==> src/rtl/block_serial_subtractor.sv <==
// block_serial_subtractor
// Computes diff = a - b - bin one BLOCK_SIZE-bit block per clock, lowest
// block first, with a valid/ready handshake on each side. A block whose
// operand bits are all equal forwards its incoming borrow directly. Those
// blocks are counted in skip_cnt.
//
// Ports:
//   clk, rst             clock, asynchronous active-high reset
//   in_valid / in_ready  operand handshake (in_ready only while idle)
//   a, b, bin            minuend, subtrahend, borrow-in
//   out_valid / out_ready result handshake (out_valid only while done)
//   diff                 a - b - bin mod 2^DATA_WIDTH
//   bout                 final borrow-out
//   ovf                  signed overflow
//   zero                 diff == 0
//   skip_cnt             number of blocks that took the skip path
module block_serial_subtractor #(
  parameter int DATA_WIDTH = 32,
  parameter int BLOCK_SIZE = 4,
  localparam int NUM_BLOCKS = (DATA_WIDTH + BLOCK_SIZE - 1) / BLOCK_SIZE,
  localparam int CNT_W = $clog2(NUM_BLOCKS + 1)
) (
  input  logic                  clk,
  input  logic                  rst,
  input  logic                  in_valid,
  output logic                  in_ready,
  input  logic [DATA_WIDTH-1:0] a,
  input  logic [DATA_WIDTH-1:0] b,
  input  logic                  bin,
  output logic                  out_valid,
  input  logic                  out_ready,
  output logic [DATA_WIDTH-1:0] diff,
  output logic                  bout,
  output logic                  ovf,
  output logic                  zero,
  output logic [CNT_W-1:0]      skip_cnt
);

  // Operands are zero-padded to a whole number of blocks.
  localparam int PAD_W  = NUM_BLOCKS * BLOCK_SIZE;
  localparam int LAST_W = DATA_WIDTH - (NUM_BLOCKS - 1) * BLOCK_SIZE;
  localparam int IDX_W  = (NUM_BLOCKS > 1) ? $clog2(NUM_BLOCKS) : 1;

  typedef enum logic [1:0] {
    IDLE,
    RUN,
    DONE
  } state_t;

  state_t              state;
  state_t              state_next;
  logic [PAD_W-1:0]    a_sh;
  logic [PAD_W-1:0]    b_sh;
  logic [PAD_W-1:0]    diff_sh;
  logic [PAD_W-1:0]    diff_next;
  logic                br;
  logic [IDX_W-1:0]    idx;
  logic [BLOCK_SIZE-1:0] slice_d;
  logic                br_ripple;
  logic                br_out;
  logic                prop;
  logic                last_blk;

  assign last_blk = (idx == IDX_W'(NUM_BLOCKS - 1));

  // Block 0 is always at the bottom of the shift registers. The result
  // enters from the top, so block 0 ends up at the bottom after the last shift.
  assign diff_next = (diff_sh >> BLOCK_SIZE) | (PAD_W'(slice_d) << (PAD_W - BLOCK_SIZE));
  assign diff      = diff_sh[DATA_WIDTH-1:0];

  // State register.
  always_ff @(posedge clk or posedge rst) begin
    if (rst) begin
      state <= IDLE;
    end else begin
      state <= state_next;
    end
  end

  // Next-state logic. The handshake outputs depend only on the registered state.
  always_comb begin
    state_next = state;
    in_ready   = 1'b0;
    out_valid  = 1'b0;
    case (state)
      IDLE: begin
        in_ready = 1'b1;
        if (in_valid) state_next = RUN;
      end
      RUN: begin
        if (last_blk) state_next = DONE;
      end
      DONE: begin
        out_valid = 1'b1;
        if (out_ready) state_next = IDLE;
      end
      default: state_next = IDLE;
    endcase
  end

  // Ripple-borrow subtraction of the current block. Padding bits of a
  // partial last block are excluded, so they stay zero in diff. They also
  // do not take part in the propagate term. The skip path forwards the
  // incoming borrow and gives the same value as the ripple chain.
  always_comb begin
    br_ripple = br;
    prop      = 1'b1;
    slice_d   = '0;
    for (int j = 0; j < BLOCK_SIZE; j++) begin
      if (!(last_blk && (j >= LAST_W))) begin
        slice_d[j] = a_sh[j] ^ b_sh[j] ^ br_ripple;
        br_ripple  = (~a_sh[j] & b_sh[j]) | (~(a_sh[j] ^ b_sh[j]) & br_ripple);
        prop       = prop & ~(a_sh[j] ^ b_sh[j]);
      end
    end
    br_out = prop ? br : br_ripple;
  end

  // Datapath. Operands are captured on accept and then consumed one block
  // per RUN cycle. The flags are loaded as the last block is written.
  always_ff @(posedge clk or posedge rst) begin
    if (rst) begin
      a_sh     <= '0;
      b_sh     <= '0;
      diff_sh  <= '0;
      br       <= 1'b0;
      idx      <= '0;
      skip_cnt <= '0;
      bout     <= 1'b0;
      ovf      <= 1'b0;
      zero     <= 1'b0;
    end else begin
      case (state)
        IDLE: begin
          if (in_valid) begin
            a_sh     <= PAD_W'(a);
            b_sh     <= PAD_W'(b);
            diff_sh  <= '0;
            br       <= bin;
            idx      <= '0;
            skip_cnt <= '0;
            bout     <= 1'b0;
            ovf      <= 1'b0;
            zero     <= 1'b0;
          end
        end
        RUN: begin
          a_sh    <= a_sh >> BLOCK_SIZE;
          b_sh    <= b_sh >> BLOCK_SIZE;
          diff_sh <= diff_next;
          br      <= br_out;
          idx     <= idx + 1'b1;
          if (prop) skip_cnt <= skip_cnt + 1'b1;
          if (last_blk) begin
            // The sign bits sit at LAST_W-1 of the final block.
            bout <= br_out;
            ovf  <= (a_sh[LAST_W-1] ^ b_sh[LAST_W-1]) & (a_sh[LAST_W-1] ^ slice_d[LAST_W-1]);
            zero <= ~|diff_next;
          end
        end
        default: ;
      endcase
    end
  end

endmodule

==> config.mk <==
export PLATFORM = sky130hd
export DESIGN_NAME = block_serial_subtractor
export DESIGN_NICKNAME = d
export VERILOG_FILES = /design/src/rtl/block_serial_subtractor.sv
export SDC_FILE = /design/constraint.sdc
export NUM_CORES = 1
export LEC_CHECK = 0
export CAP_MARGIN = 20
export CORE_UTILIZATION = 35
export DETAILED_ROUTE_END_ITERATION = 8
export GPL_TIMING_DRIVEN = 0
export PLACE_DENSITY = 0.55
export SLEW_MARGIN = 20
export SYNTH_ARGS = -nofsm -noshare
export SYNTH_HDL_FRONTEND = slang
export SYNTH_SLANG_ARGS = --single-unit
==> constraint.sdc <==
create_clock -name clk -period 4.6 [get_ports clk]
set_input_delay 0.92 -clock clk [delete_from_list [all_inputs] [get_ports clk]]
set_output_delay 0.92 -clock clk [all_outputs]
set_load 0.02 [all_outputs]
Word level (Yosys, flattened, before mapping):

Cells that the tools add are included.

* bits in latches: 0
* bits in writable memories: 0
* input port bits: 69
* word-level logic and storage cells: 88
* memories kept: 0
* ROM bits: 0
* register bits after elaboration: 109

* eq/ne operators: 7
* divide/modulo/power cells: 0
* bitwise operators: 34
* order comparisons: 0
* reductions and logical operators: 8
* mux-type cells: 27
* multipliers: 0
* $add $sub $neg: 2
* shift-type cells: 0

Operator list (number)
* $pmux 32 s2: 3
* $mux 32: 3
* $or 28x32->32: 1
* $reduce_or 32->1: 1
* $and 1x1->1: 12
* $reduce_and 3->1: 3
* $xor 1x1->1: 9
* $mux 1: 8
* $mux 4: 2
* $ne 2x2->1 const B: 4
* $not 1->1: 8
* $pmux 1 s2: 4
* $pmux 4 s2: 1
* $mux 2: 3
* $pmux 2 s3: 1
* $pmux 3 s2: 1
* $add 4x1->4 const B: 1
* $or 1x1->1: 4
* $add 3x1->3 const B: 1
* $eq 3x3->1 const B: 1
* $mux 3: 1
* $eq 2x1->1 const B: 1
* $eq 2x2->1 const B: 1
* $logic_not 2->1: 1
* other kinds (3): 3

Longest topological paths before layout:

Gate-level depths: netlist of the first run.

* depth in word-level cells: 14
* gate-level depth with buffers: 9
* gate-level depth less buffers: 9

Worst setup path after synthesis of the first run:

Ideal clock, no wire load.

* path kind: reg-to-reg
* start: register a_sh[0]
* end: register zero
* setup slack: 1.869 ns
* cell stages (with the launch flop): 10
* path buffers: 0
* arrival time: 2.630 ns
* required time: 4.499 ns
* clock period less this slack: 2.731 ns
* cells stage by stage: dfrtp_1 inv_1 fa_1 fa_1 fa_1 fa_1 nand2_1 nor3_1 nand4_1 o32ai_1

* cells in the longest elaborated chain, start to end: 14
* elaborated cells on any way between the ends: 19
* classes of those cells: 2 x mux; 15 x bitwise; 2 x reduce/logical

Ends and longest elaborated chain
* start, declared: RTL line 52 `logic [PAD_W-1:0] a_sh;`
* start signal, assigned: RTL line 136 `a_sh <= PAD_W'(a);`
* start signal, assigned: RTL line 148 `a_sh <= a_sh >> BLOCK_SIZE;`
* $xor 1x1->1: RTL line 111, 112
* $not 1->1: RTL line 112 `br_ripple = (~a_sh[j] & b_sh[j]) | (~(a_sh[j] ^ b_sh[j]) & br_ripple);`
* $and 1x1->1: RTL line 112
* $or 1x1->1: RTL line 112
* $and 1x1->1: RTL line 112
* $or 1x1->1: RTL line 112
* $and 1x1->1: RTL line 112
* $or 1x1->1: RTL line 112
* $xor 1x1->1: RTL line 111 `slice_d[j] = a_sh[j] ^ b_sh[j] ^ br_ripple;`
* $or 28x32->32 *: RTL line 68 `assign diff_next = (diff_sh >> BLOCK_SIZE) | (PAD_W'(slice_d) << (PAD_W - BLOCK_SIZE));`
* $reduce_or 32->1 *: RTL line 158 `zero <= ~|diff_next;`
* $logic_not 1->1 *: RTL line 158
* $mux 1 *: RTL line 154 `if (last_blk) begin`
* $pmux 1 s2 *: RTL line 133 `case (state)`
* end signal, assigned: RTL line 158
* end, declared: RTL line 35 `output logic zero,`

Every way passes the cells marked *; elsewhere a longest branch is shown, timed or not. The select of a mux whose other input is x is not followed.
A chain may end at the register's enable or synchronous reset.

Worst setup path after layout of the first run:

* start: register state[0]
* end: output port in_ready

* cells in the longest elaborated chain, start to end: 2

Ends and longest elaborated chain
* start, declared: RTL line 50 `state_t state;`
* start signal, assigned: RTL line 76 `state <= state_next;`
* $logic_not 2->1: RTL line 85 `case (state)`
* $mux 1: RTL line 85
* end, declared: RTL line 26 `output logic in_ready,`

No other way between the ends.

==> results.md, run 1 <==
- Vias: 4225
- Grt ovf: 0
- Data required, critical path: 3.68 ns
- Cts bufs inserted: 9
- Clock slew at reported path FFs: 0.07 ns
- Combinational share of power: 0.443
- Post-cts sizing count: 0
- Drt drc: 0
- Synth Area per Inst: between 10 and 15 um2
- Fin. Hold Viols: 0
- Synth Net Count: between 500 and 600
- Initial antenna violation count: 0
- H-tree depth: 3
- Setup CP Type: reg2out
- HP Start: a_sh[7]$_DFFE_PP0P_
- Hold-fix buffers, CTS: 0
- Fmax: between 300 and 400 MHz
- Global-route wire length before repair: roughly 22 mm
- Psw: 1680 uW
- ANT nets after route: 0
- Synth unique cells: 35
- CTS Buffer Depth: 2
- Worst slew margin: 0.618
- Multi-input logic area: 2160 um2
- Final core utilization: 0.478
- HPWL Detailed: 10.2 mm
- Seq. cell area: 2730 um2
- FF-to-FF setup slack: 1.58 ns
- Largest net degree at the start of global routing: 57
- Hold/Removal Path Class: reg2reg
- Critical R2R Launch: a_sh[0]$_DFFE_PP0P_
- Die Wd: 123 um
- Setup Fix Bufs, Post-CTS: 0
- Critical Path Start Type: register
- Worst hold margin: 0.484 ns
- Fin nets: 691
- ANT cells: 0
- Synth-to-layout area growth: 31.4%
- Die ar.: 15100 um2
- All-Layer GR Usage: 0.198
- VDD IR max: 0.238 mV
- Clock Latency Late Sink: 0.35 ns
- FP Rows: 43
- Sequential Power Share: 0.388
- Worst clock skew: ~0.007 ns
- Initial DRC Count: 250
- Drt pass-1 iters: 4
- Clock sink total: 109
- Clk pwr share: 0.169
- Final setup TNS: 0 ns
- Max_cap viols: 0
- Final period util: 0.671
- Crit path DAT: 2.16 ns
- Most frequent cells in the layout: dfrtp_1 (109), clkdlybuf4s50_1 (109), a21oi_1 (54)
- Routed WL per cell: 17.6 um
- Lkg Pwr: 0.00297 uW
- RSZ-0062 raised after global routing: no
- Number of setup violations in the final report: 0
- Final worst path period need: 3.08 ns
- Vias in the first global route: 4119
- Clk root buf: clkbuf_16
- Switching Fraction: 0.393
- Placement Cell Area: 6480 um2
- Pwr Density: 634 nW/um2
- Synth warnings: 0
- Post-synthesis sequential area ratio: 0.532
- Cells after Synth: 490
- Worst slew pin tran: 0.574 ns
- GP Congestion: 0.757
- Post-Synthesis Cell Area: 5130 um2
- Core Area: 14100 um2
- Capturing element type of the critical path: output port
- Initial Utilization: 0.364
- Status: completed
- Design Area, Final: slightly below 7000 um2
- IO buf count: 109
- Critical path peak fanout: 10
- Filler cell count: 1344
- Post-DR vias/cell: 5.31
- IO Count: 110
- Die Ht: 123 um
- Synth Register Bits: 109
- CP Launch Point: state[0]$_DFFE_PP0P_
- Max-slew violation count: 0
- TritonCTS clock tree: yes
- Total Routed Length: 14.0 mm
- Internal power: 2590 uW
- Layout cells sized above 1: 0.0813
==> synth_stat cells (all sizes together) <==
cell type	n	area (um2)
nor2b	32	200
xnor2	2	17.5
xor2	1	8.76
fa	4	80.1
nor3	4	25.0
buf	30	160
nand4	3	18.8
o22ai	1	6.26
inv	9	33.8
o21bai	1	11.3
mux2	3	33.8
a21oi	55	279
nor4	5	31.3
nor2	5	18.8
nand2b	4	25.0
clkbuf	13	50.0
and3b	25	219
nand3	1	5.00
o32ai	1	8.76
a2bb2oi	3	26.3
mux2i	2	20.0
dfrtp	109	2730
a22oi	31	233
nand2	36	135
ha	7	87.6
nor4b	2	17.5
o21ai	62	310
a22o	39	342
==> cell families (layout without fill, tap and decap cells) <==
kind of cell    after synthesis  count (layout)  share of synthesized area
compound gates              193             193                      0.237
xor+xnor                      3               3                    0.00512
fa+ha+maj                    11              11                     0.0327
buf+inv                      52             177                     0.0475
flops                       109             109                      0.532
mux                           5               5                     0.0105
simple gates                117             117                      0.136
==> worst max-delay path: stages (launching register included) <==
cell	delay [ns]
dfrtp_1	0.38
buf_4	0.17
buf_6	0.14
clkbuf_1	0.24
nor2_1	0.24
clkdlybuf4s50_1	0.64
==> stage by stage <==
| stage | setup slack, ns | instances | power [uW] |
|---|---|---|---|
| final | 1.52 | 795 | 4270 |
| after global routing | 1.42 | 795 | 4590 |
| after CTS | 1.50 | 795 | 4320 |
| after detailed placement | 1.59 | 780 | 3590 |
| after global placement | -0.900 | 779 | 3530 |
| after floorplan | 0.806 | 490 | 2810 |
==> layer usage <==
metal	track usage	vias to the layer above	part of all wire
li1	-	2006	-
met1	0.289	2086	0.48
met2	0.297	118	0.46
met3	0.0272	15	0.044
met4	0.0738	0	0.016
met5	0	-	0
==> path summary, 6_finish.rpt <==
kind | cells past startpoint | end
worst max-delay path | 5 | in_ready
worst min-delay path | 2 | a_sh[7]$_DFFE_PP0P_
worst max register to register | 9 | zero$_DFFE_PP0P_
worst min register to register | 2 | a_sh[7]$_DFFE_PP0P_
max in group asynchronous | 3 | diff[28]$_DFFE_PP0P_
min in group asynchronous | 2 | diff[1]$_DFFE_PP0P_
==> sequential cells by signal (all words and copies together) (netlist names) <==
| name | flops |
|---|---|
| a_sh | 32 |
| b_sh | 32 |
| diff | 32 |
| skip_cnt | 4 |
| idx | 3 |
| state | 2 |
| bout | 1 |
| br | 1 |
| ovf | 1 |
| zero | 1 |
==> power groups by stage <==
stage	Sequential [uW]	Combinational [uW]	Clock, uW
2_1_floorplan	1740	1070	0
3_3_place_gp	1660	1870	0
3_5_place_dp	1680	1910	0
4_1_cts	1660	1910	740
5_1_grt	1710	2100	779
6_report	1660	1890	723
==> final cells by class <==
cell class                 instances  share of cell area
sequential                       109               0.405
inverter                           9             0.00575
clock buffer                      13              0.0371
buffer                            43              0.0312
clock inverter                     2             0.00149
timing repair buffer             110               0.166
tap                              180              0.0334
multi-input combinational        329               0.320
Power figures use the tool's default switching activity.
==> inputs of run 2 (changes only) <==
clock period = 3.15 ns   (was 4.6 ns; I/O delays follow)
==> results.md, run 2 (synthesis results as in run 1) <==
- Status: completed
- Capturing element type of the critical path: register
- HPWL Detailed: between 10 and 15 mm
- Most frequent cells in the layout: dfrtp_1 (109), clkdlybuf4s50_1 (109), a21oi_1 (54)
- ANT nets after route: 0
- Grt ovf: 0
- Core Area: 14100 um2
- Total Routed Length: 13.8 mm
- Hold-fix buffers, CTS: 0
- FP Rows: 43
- Placement Cell Area: 6510 um2
- Final worst path period need: ~3 ns
- Vias: 4289
- Setup CP Type: reg2reg
- Final Non-Filler Cells: about 800
- Drt drc: 0
- Global-route wire length before repair: 22.6 mm
- IO buf count: roughly 110
- Largest net degree at the start of global routing: 32
- Clock slew at reported path FFs: 0.07 ns
- Post-DR vias/cell: about 5.4
- All-Layer GR Usage: 0.197
- Max-slew violation count: 0
- Die Ht: between 100 and 150 um
- Drt pass-1 iters: 4
- Fin nets: 693
- Pwr Density: 924 nW/um2
- Lkg Pwr: about 0.0030 uW
- GP Congestion: 0.785
- Design Area, Final: slightly below 7000 um2
- Max_cap viols: 0
- Initial antenna violation count: 0
- Worst slew margin: 0.619
- Worst clock skew: 0.00577 ns
- Clock Latency Late Sink: 0.35 ns
- CTS Buffer Depth: 2
- Initial Utilization: 0.364
- Cells after DPL: 782
- Hold/Removal Path Class: reg2reg
- Final period util: 0.956
- Clk root buf: clkbuf_16
- Synth-to-layout area growth: 32.4%
- Initial DRC Count: ~250
- Layout cells sized above 1: 0.0875
- Final core utilization: 0.482
- Number of setup violations in the final report: 0
- Crit path DAT: approximately 3.3 ns
- Data required, critical path: 3.40 ns
- TritonCTS clock tree: yes
- H-tree depth: 3
- Final setup TNS: 0 ns
- Fmax: roughly 330 MHz
- Critical path peak fanout: 3
- Fin. Hold Viols: 0
- Routed WL per cell: 17.4 um
- Critical Path Start Type: register
- Cts bufs inserted: 9
- IO Count: 110
- Vias in the first global route: 4241
- ANT cells: 0
- Worst slew pin tran: 0.571 ns
- Die Wd: between 100 and 150 um
- Clock sink total: 109
- Worst hold margin: approximately 0.49 ns
- Die ar.: 15100 um2
- VDD IR max: 0.313 mV
- RSZ-0062 raised after global routing: no
## run 2: cell count changes in the layout (fill, tap and decap cells not counted), sizes merged
| cell | delta |
|---|---|
| buf | +2 |
| inv | -1 |
| clkbuf | +1 |
| clkinv | -1 |
| clkinvlp | +1 |
## run 2: final timing paths
check | startpoint | end | slack, ns | cells past startpoint
hold reg to reg | a_sh[24]$_DFFE_PP0P_ | a_sh[24]$_DFFE_PP0P_ | 0.49 | 2
hold / removal | a_sh[24]$_DFFE_PP0P_ | a_sh[24]$_DFFE_PP0P_ | 0.49 | 2
setup reg to reg | a_sh[0]$_DFFE_PP0P_ | zero$_DFFE_PP0P_ | 0.14 | 9
setup / recovery | a_sh[0]$_DFFE_PP0P_ | zero$_DFFE_PP0P_ | 0.14 | 9
min in group asynchronous | rst | diff[1]$_DFFE_PP0P_ | 0.69 | 2
max in group asynchronous | rst | b_sh[16]$_DFFE_PP0P_ | 1.70 | 4
## run 2: stage by stage
step                setup slack (ns)  total power, uW
finish                         0.140             6270
CTS                            0.117             6330
detailed placement             0.136             5230
global placement              0.0605             5150
global route                 0.00758             6750
floorplan                      0.419             4110
## run 2: routing by layer
layer | track usage | wire (um) | vias up | part of all wire
met5 | 0 | 0 | - | 0
met4 | 0.0708 | 178 | 0 | 0.013
met3 | 0.0300 | 603 | 13 | 0.044
met2 | 0.314 | 6470 | 124 | 0.47
met1 | 0.271 | 6580 | 2136 | 0.48
li1 | - | - | 2016 | -
## run 2: final cells by class
type | instances | area, um2
Buffer | 43 | 210
Tap cell | 180 | 225
Multi-Input combinational cell | 329 | 2160
Clock inverter | 1 | 5.00
Clock buffer | 14 | 274
Inverter | 9 | 37.5
Sequential cell | 109 | 2730
Timing Repair Buffer | 112 | 1150
Fill cell | 1339 | 7300
## run 2: what timing repair did
action                     4_1_cts  5_1_grt
setup buffers                    0        0
resized for setup                0        1
setup endpoints to repair        0        1
## run 2: power breakdown
| group | switching (uW) | internal, uW | leakage [uW] |
|---|---|---|---|
| Clock | 490 | 597 | 0.000139 |
| Sequential | 472 | 1950 | 0.00142 |
| Combinational | 1470 | 1290 | 0.00143 |
| Total | 2430 | 3840 | 0.00299 |
## run 2: worst max-delay path: stages, from the launching register on
cell and delay (ns):
dfrtp_1 0.35, inv_1 0.10, fa_1 0.44, fa_1 0.39, fa_1 0.42, fa_2 0.58
nand2_1 0.08, nor3_1 0.14, nand4_1 0.13, o32ai_1 0.28
==> edit, RTL diff (settings of run 2) <==
Re-encode `state_t` (3 states) as one-hot, 3 bits wide.
--- a/src/rtl/block_serial_subtractor.sv
+++ b/src/rtl/block_serial_subtractor.sv
@@ -41,10 +41,10 @@
   localparam int LAST_W = DATA_WIDTH - (NUM_BLOCKS - 1) * BLOCK_SIZE;
   localparam int IDX_W  = (NUM_BLOCKS > 1) ? $clog2(NUM_BLOCKS) : 1;
 
-  typedef enum logic [1:0] {
-    IDLE,
-    RUN,
-    DONE
+  typedef enum logic [2:0] {
+    IDLE = 3'b001,
+    RUN  = 3'b010,
+    DONE = 3'b100
   } state_t;
 
   state_t              state;
Formal check against the unedited RTL: same outputs for any inputs over 10 cycles, from zero or initial values and one cycle with rst high; not proved beyond that.
==> edit against run 2 <==
Total power decreased by 9.6%; design area decreased by 1.1%; sequential cell count increased by 1; routed wire length decreased by 3.7%; non-clock buffer count unchanged; fmax increased by 1.4%; worst setup slack improved by 41 ps; sequential power decreased by 6%; area after synthesis decreased by 2.0%; largest cell class unchanged; highest routed layer unchanged.
==> edit: results (changes against run 2) <==
- Pin count of the biggest net entering global routing: 35 (+9.4%)
- Data arrival time of the worst path: 3250 ps (about the same)
- Global-route wire length before repair: 21.9 mm (-3.1%)
- Commonest cells in the netlist: nand2_1 (195), dfrtp_1 (109), nor2_1 (59)
- Average footprint of a synthesized cell: 8.78 um^2 (-16%)
- Post-synth net total: 653 (+15%)
- Highest cell delay on the worst timing path: 580 ps (about the same)
- Number of setup buffers added after CTS: 0 (unchanged)
- Depth of the worst register-to-register path: 9 (unchanged)
- Wire length reported by the detailed router: 13.3 mm (-3.7%)
- Worst Clk Skew: 7.55 ps (+1.78 ps)
- Count of different cell masters after synthesis: 34 (-2.9%)
- Crit path max-delay cell type: fa_1
- Initial antenna violation count: 0 (unchanged)
- Leak: 3.07 nW (+2.5%)
- Largest cells by area after synthesis: dfrtp_1 (54%), nand2_1 (15%), a31oi_1 (7.0%)
- Antenna fix cells: 0 (unchanged)
- Outcome: completed
- Setup CP Type: register to register
- CTS root buf: clkbuf_16
- Detailed-router iteration count before antenna repair: 4 (unchanged)
- Tot GR Track Use: 0.192 (-0.00431)
- Worst hold path type: register to register
- Layout cells sized above 1: 0.0756 (-0.0119)
- Worst slew margin relative to its limit: 0.602 (-0.0174)
- # fillers: 1,359 (+1.5%)
- Clock Path Buffers: 2 (unchanged)
- Sw Share: 0.383 (-0.00500)
- Critical register-to-register path startpoint: a_sh[0]
- Sequential cell area fraction in the yosys report: 0.547 (+0.0158)
- Internal reg-to-reg setup slack: 180 ps (+40 ps)
- Half-perimeter wire length after placement: 9.91 mm (-3.2%)
- Worst reg2reg endpoint: zero
- Max Fanout on Critical Path: 3 (unchanged)
- Max IR drop VDD: 0.000452 V (+45%)
- Most used flip-flop cell after synthesis: dfrtp_1
- Routability congestion estimate from global placement: 0.775 (-1.2%)
- Vias: 4,420 (+3.1%)
- Number of nets in the finished design: 776 (+12%)
- Detailed Route Iter0 Violations: 291 (+18%)
- Post-synth ARST share: 1.00 (unchanged)
- Clock buffers created by TritonCTS: 9 (unchanged)
- Number of H-tree levels: 3 (unchanged)
-- edit: through the flow --
step | setup WS, ps | hold WS, ps | std cells | utilization | area (um^2)
floorplan | 417 | 454 | 573 | - | 5030
global placement | 79.0 | 482 | 862 | 0.456 | 6350
detailed placement | 199 | 487 | 865 | 0.460 | 6410
CTS | 165 | 499 | 881 | 0.482 | 6710
global route | 72.7 | 534 | 881 | 0.482 | 6720
finish | 180 | 495 | 881 | 0.482 | 6720
-- edit: final cells by class --
class                      instances  area share
sequential                       110       0.410
multi-input combinational        414       0.305
timing repair buffer             112       0.171
clock buffer                       9      0.0335
tap                              180      0.0335
buffer                            43      0.0317
clock inverter                     7      0.0110
inverter                           6     0.00391
-- edit: per-layer routing --
layer	global-route usage	share of wire	vias to the layer above
met5	0	0	-
met4	0.0625	0.017	0
met3	0.0449	0.042	18
met2	0.309	0.48	116
met1	0.255	0.46	2118
li1	-	-	2168
-- edit: what timing repair did --
action / 4_1_cts / 5_1_grt
hold endpoints to repair: 0 / 0
resized for setup: 0 / 1
setup endpoints to repair: 0 / 1
-- edit: critical path, delay by kind of cell, from the launching register on --
kind | cells | cell delay, ps
compound gates | 1 | 130
fa+ha+maj | 4 | 1840
buf+inv | 1 | 80
flops | 1 | 350
simple gates | 3 | 490
-- edit: worst min path at each step --
stage	slack (ps)	end	startpoint	depth (start not counted)
final	490	idx[0]	idx[0]	1
after global routing	530	ovf	ovf	1
after CTS	500	idx[0]	idx[0]	1
after detailed placement	490	idx[0]	idx[0]	1
after global placement	480	idx[0]	idx[0]	1
after floorplan	450	idx[0]	idx[0]	1
-- edit: cells by family after synthesis --
group,Yosys count,share of synthesized area
simple gates,316,0.265
flops,110,0.547
fa+ha+maj,11,0.0333
xor+xnor,2,0.00348
mux,2,0.00448
buf+inv,49,0.0468
compound gates,83,0.0997
-- edit: power by group through the flow --
| stage | combinational (W) | sequential (W) | clock [W] |
|---|---|---|---|
| after detailed placement | 0.00224 | 0.00230 | 0 |
| after floorplan | 0.00148 | 0.00227 | 0 |
| after CTS | 0.00225 | 0.00228 | 0.00118 |
| final | 0.00224 | 0.00228 | 0.00115 |
| after global routing | 0.00252 | 0.00234 | 0.00124 |
| after global placement | 0.00218 | 0.00228 | 0 |
